===== src/rtl/dbx_plane_assembler.sv =====
// dbx_plane_assembler: undoes the DBX XOR chain over DATA_W+1 serial planes and holds the block for downstream.
// Optional second block register (skid slot) enabled by defining DBX_ASM_DOUBLE_BUF_EN.
//
// state   | meaning
// IDLE    | waiting for the base word of the next block
// COLLECT | accepting DBX planes, counter walks DATA_W down to 0
// FULL    | block presented on the outputs until rdy_i (single-slot build only)
module dbx_plane_assembler #(
  parameter int DATA_W     = 8,
  parameter int BLOCK_SIZE = 8
) (
  input  logic                                  clk_i,
  input  logic                                  rst_i,
  input  logic                                  clr_i,
  input  logic [DATA_W-1:0]                     base_i,
  input  logic                                  base_vld_i,
  output logic                                  base_rdy_o,
  input  logic [BLOCK_SIZE-2:0]                 plane_i,
  input  logic                                  plane_vld_i,
  output logic                                  plane_rdy_o,
  output logic [DATA_W-1:0]                     base_o,
  output logic [(DATA_W+1)*(BLOCK_SIZE-1)-1:0]  dbp_o,
  output logic                                  vld_o,
  input  logic                                  rdy_i
);

  localparam int PW = BLOCK_SIZE - 1;
  localparam int NP = DATA_W + 1;
  localparam int DW = NP * PW;
  localparam int CW = $clog2(DATA_W + 1);

  typedef enum logic [1:0] {IDLE, COLLECT, FULL} state_t;

  state_t          state;
  logic [CW-1:0]   cnt;
  logic [PW-1:0]   acc;
  logic [DATA_W-1:0] wrk_base;
  logic [DW-1:0]   wrk_dbp;
  logic [DW-1:0]   wrk_nxt;
  logic [PW-1:0]   dbp_k;
  logic            hs_base;
  logic            hs_plane;

`ifdef DBX_ASM_DOUBLE_BUF_EN
  logic [DATA_W-1:0] skid_base;
  logic [DW-1:0]     skid_dbp;
  logic              skid_vld;
`endif

  assign hs_base  = base_vld_i && base_rdy_o;
  assign hs_plane = plane_vld_i && plane_rdy_o;
  assign dbp_k    = plane_i ^ acc;

  // Working block with the current plane merged in, so the final plane can go straight to the outputs.
  always_comb begin
    wrk_nxt = wrk_dbp;
    for (int k = 0; k < NP; k++) begin
      if (cnt == CW'(k)) wrk_nxt[k*PW +: PW] = dbp_k;
    end
  end

  always_ff @(posedge clk_i) begin
    if (rst_i || clr_i) begin
      state       <= IDLE;
      cnt         <= '0;
      acc         <= '0;
      wrk_base    <= '0;
      wrk_dbp     <= '0;
      base_o      <= '0;
      dbp_o       <= '0;
      vld_o       <= 1'b0;
      base_rdy_o  <= !rst_i;
      plane_rdy_o <= 1'b0;
`ifdef DBX_ASM_DOUBLE_BUF_EN
      skid_base   <= '0;
      skid_dbp    <= '0;
      skid_vld    <= 1'b0;
`endif
    end else begin
`ifdef DBX_ASM_DOUBLE_BUF_EN
      // Consumption refills the output from the skid slot; later assignments below may override.
      if (rdy_i && vld_o) begin
        base_o   <= skid_base;
        dbp_o    <= skid_dbp;
        vld_o    <= skid_vld;
        skid_vld <= 1'b0;
      end
`endif
      case (state)
        IDLE: begin
          if (hs_base) begin
            wrk_base    <= base_i;
            cnt         <= CW'(DATA_W);
            acc         <= '0;
            state       <= COLLECT;
            base_rdy_o  <= 1'b0;
            plane_rdy_o <= 1'b1;
          end else begin
`ifdef DBX_ASM_DOUBLE_BUF_EN
            base_rdy_o <= !(vld_o && skid_vld && !rdy_i);
`else
            base_rdy_o <= 1'b1;
`endif
          end
        end
        COLLECT: begin
          if (hs_plane) begin
            acc     <= dbp_k;
            wrk_dbp <= wrk_nxt;
            if (cnt == '0) begin
              plane_rdy_o <= 1'b0;
`ifdef DBX_ASM_DOUBLE_BUF_EN
              state <= IDLE;
              if (!vld_o || (rdy_i && !skid_vld)) begin
                base_o     <= wrk_base;
                dbp_o      <= wrk_nxt;
                vld_o      <= 1'b1;
                base_rdy_o <= 1'b1;
              end else begin
                skid_base  <= wrk_base;
                skid_dbp   <= wrk_nxt;
                skid_vld   <= 1'b1;
                base_rdy_o <= 1'b0;
              end
`else
              state  <= FULL;
              base_o <= wrk_base;
              dbp_o  <= wrk_nxt;
              vld_o  <= 1'b1;
`endif
            end else begin
              cnt <= cnt - CW'(1);
            end
          end
        end
        FULL: begin
          if (rdy_i) begin
            state      <= IDLE;
            vld_o      <= 1'b0;
            acc        <= '0;
            base_rdy_o <= 1'b1;
          end
        end
        default: state <= IDLE;
      endcase
    end
  end

endmodule


===== config.mk =====
export PLATFORM = sky130hd
export DESIGN_NAME = dbx_plane_assembler
export DESIGN_NICKNAME = d
export VERILOG_FILES = /design/src/rtl/dbx_plane_assembler.sv
export SDC_FILE = /design/constraint.sdc
export NUM_CORES = 1
export LEC_CHECK = 0
export ABC_CLOCK_PERIOD_IN_PS = 2280
export BUFFER_PORTS_ARGS = -buffer_cell sky130_fd_sc_hd__buf_2
export CORE_MARGIN = 8
export CORE_UTILIZATION = 56
export DETAILED_ROUTE_END_ITERATION = 8
export PLACE_DENSITY = 0.79
export RECOVER_POWER = 25
export SETUP_SLACK_MARGIN = 0.15
export SLEW_MARGIN = 10
export SYNTH_ARGS = -nofsm -noshare
export SYNTH_HDL_FRONTEND = slang
export SYNTH_SLANG_ARGS = --single-unit

===== constraint.sdc =====
create_clock -name clk_i -period 2.28 [get_ports clk_i]
set_input_delay 0 -clock clk_i [delete_from_list [all_inputs] [get_ports clk_i]]
set_output_delay 0 -clock clk_i [all_outputs]
set_load 0.01 [all_outputs]

==> flow_summary.ini <==
[run_status]
status = finished clean

[setup_path]
path_class = reg -> reg
crit_arrival_ps = 2280
start_kind = flop
crit_required_ps = 2620
end_kind = flop
cpPeakStageDelay_ps = 450
crit_family = simple AND/OR/NAND/NOR gates
crit_fanout = 21
timing.rr.start = cnt[0]
path_cells = inv_1 > ha_1 > nor3b_4 > buf_4 > a21oi_1 > nor3_1
crit_buf_inv = 2
startpoint = cnt[0]
critical_path.slowest_cell = nor3b_4

[detailed_routing]
detail_route.wl_per_cell_um = 18.1
vias = 5367
drt_iter0_drc = 376
drtPass1Iterations = 5
drtAntennaViolNets = 0
totalWireLength_um = 16300
via_per_inst = 5.95
drc = 0

[sta]
tns_ps = 0
tightest_slew_ps = 1320
rsz0062_at_grt = false
fin_skew_ps = 10.1
finalHoldViolCount = 0
fin_crit_sh = 0.852
setup_violations = 0
fmax_mhz = 515
fin_crit_ps = 1940
slew_headroom = 0.115
maxSlewViolCount = 0

[global_routing]
grt_pass1_vias = 5126
grt.total_usage = 0.219
grt_pass1_wl_um = 26100
grt_max_degree = 66
antenna_found_initial = 0
grt.overflow.total = 0

[synth]
synth.area.top_cells = dfxtp_1 48%, a21oi_1 7.8%, a211oi_1 7.6%, mux2i_1 6.8%, o22ai_1 4.2%
synthesis.nets = 695
synth_edf_count = 1
yosys_warnings = 0
synth_top_area_frac = 0.475
netlist_instances = 669
postSynthAreaPerCell_sq_um = 9.44
yosysTopAreaCell = dfxtp_1
synthDistinctLibCells = 48
yosysMostFrequentCell = dfxtp_1
synthesis.area_sq_um = 6320
async_reset_ff_frac = 0
synthFlopType = dfxtp_1
yosysSeqAreaShare = 0.480
ys_ff_latch = 151
ys_top_cells_by_count = 150 x dfxtp_1, 98 x a21oi_1, 64 x a211oi_1

[hold_path]
hold_path_class = in -> reg
hp-start = plane_i[2]

[final_layout]
fin_cells = 902
antenna_cells = 0
syn_to_final_growth_pct = 18.7
drive_gt1_frac = 0.136
fin_nets = 775

[floorplan]
die-area_sq_um = 14900
fp.dieH_um = 122
core_sq_um = 10900
num_rows = 38
initial_core_util = 0.578
die_w_um = 122
pin_count = 95

[cts]
path_clk_slew_ps = 60
cts_tree = yes
clk_latency_ps = 420
cts_buffers = 17
htree_levels = 4
clockRootBuffer = clkbuf_16
cts_setup_buffers = 0
cts_max_path_buffers = 2
cts.sinks = 151

[power]
power_density_nw_per_um2 = 761
power.leakage_nw = 2.47
peakVddDrop_mv = 0.425

[placement]
gp_congestion = 0.824
dpl.cell_count = 851
hpwl_um = 10400
io_buffer_count = 94

[job]
max_cap_violations = 0
placed cells by master, fill, tap and decap left out, types with 7 or more instances in the layout:
cell           Yosys  layout
a211oi_1          64      64
a21oi_1           98      98
a31oi_1            8       8
buf_2             24      38
buf_4             10      18
clkbuf_1          27      57
clkbuf_16          0      17
dfxtp_1          150     150
dlygate4sd3_1      0      19
mux2i_1           43      43
nand2_1           62      62
nand3_1           10      10
nor3_1            18      18
nor4_1            14      14
o21a_1            14      14
o21ai_0           10      10
o22ai_1           42      42
xnor2_1            7       7
xor2_1             7       7
sequential cells by signal, indices dropped and copies added (netlist names):
signal / cells
wrk_base: 8
state: 2
base_rdy_o: 1
cnt: 4
plane_rdy_o: 1
wrk_dbp: 56
acc: 7
dbp_o: 63
vld_o: 1
base_o: 8
report_power, final:
| part | switching, mW | internal, mW | total [mW] | leakage (nW) |
|---|---|---|---|---|
| clock | 1.13 | 1.69 | 2.81 | 0.285 |
| combinational | 0.151 | 0.0805 | 0.231 | 0.961 |
| sequential | 0.0101 | 2.65 | 2.66 | 1.22 |
per-layer routing:
metal / track usage / up-vias / part of all wire
met5: 0 / - / 0
met4: 0.0845 / 0 / 0.016
met3: 0.0509 / 22 / 0.057
met2: 0.364 / 175 / 0.50
met1: 0.270 / 2548 / 0.43
li1: - / 2622 / -
cell type report:
type	instances	area, sq um
fill	888	3440
sequential	151	3030
multi-input combinational	442	2870
timing repair buffer	135	806
clock buffer	20	457
tap	140	175
clock inverter	12	143
inverter	2	7.51
path summary, 6_finish.rpt:
check,endpoint,slack (ps),depth (start not counted)
hold reg to reg,vld_o,460,2
setup / recovery,dbp_o[60],340,6
setup reg to reg,dbp_o[60],340,6
hold / removal,acc[2],20,3
stage by stage:
step | util | hold WS (ps) | setup WS (ps) | cell area, sq um | power, mW
global route | 0.685 | 41.4 | 157 | 7490 | 5.86
floorplan | - | 136 | 577 | 6320 | 2.83
detailed placement | 0.620 | 248 | 352 | 6780 | 2.92
CTS | 0.692 | 19.2 | 332 | 7560 | 5.72
finish | 0.685 | 24.3 | 338 | 7490 | 5.70
global placement | 0.620 | 241 | 439 | 6780 | 2.91
cell families (layout without fill, tap and decap cells):
kind of cell | after synthesis | count (layout) | synth area share
AO/OA/AOI/OAI | 241 | 241 | 0.235
XOR/XNOR | 14 | 14 | 0.0194
adder cells (fa/ha/maj) | 5 | 5 | 0.00990
buffers and inverters | 76 | 169 | 0.0668
flip-flops | 151 | 151 | 0.480
multiplexers | 43 | 43 | 0.0681
AND/OR/NAND/NOR | 139 | 139 | 0.120
timing repair:
item                       CTS  global route
hold endpoints to repair    21             0
gates resized for setup      0             0
hold buffers                19             0
setup endpoints to repair    0             0
worst register-to-register path, delay by kind of cell, from the launching register on:
kind,cells,cell delay (ps)
and+or+nand+nor,2,650
DFF,1,360
AOI/OAI and AO/OA,1,110
buffers and inverters,2,470
adders and majority gates,1,270
Note: power is estimated with default switching activity, not from simulation.
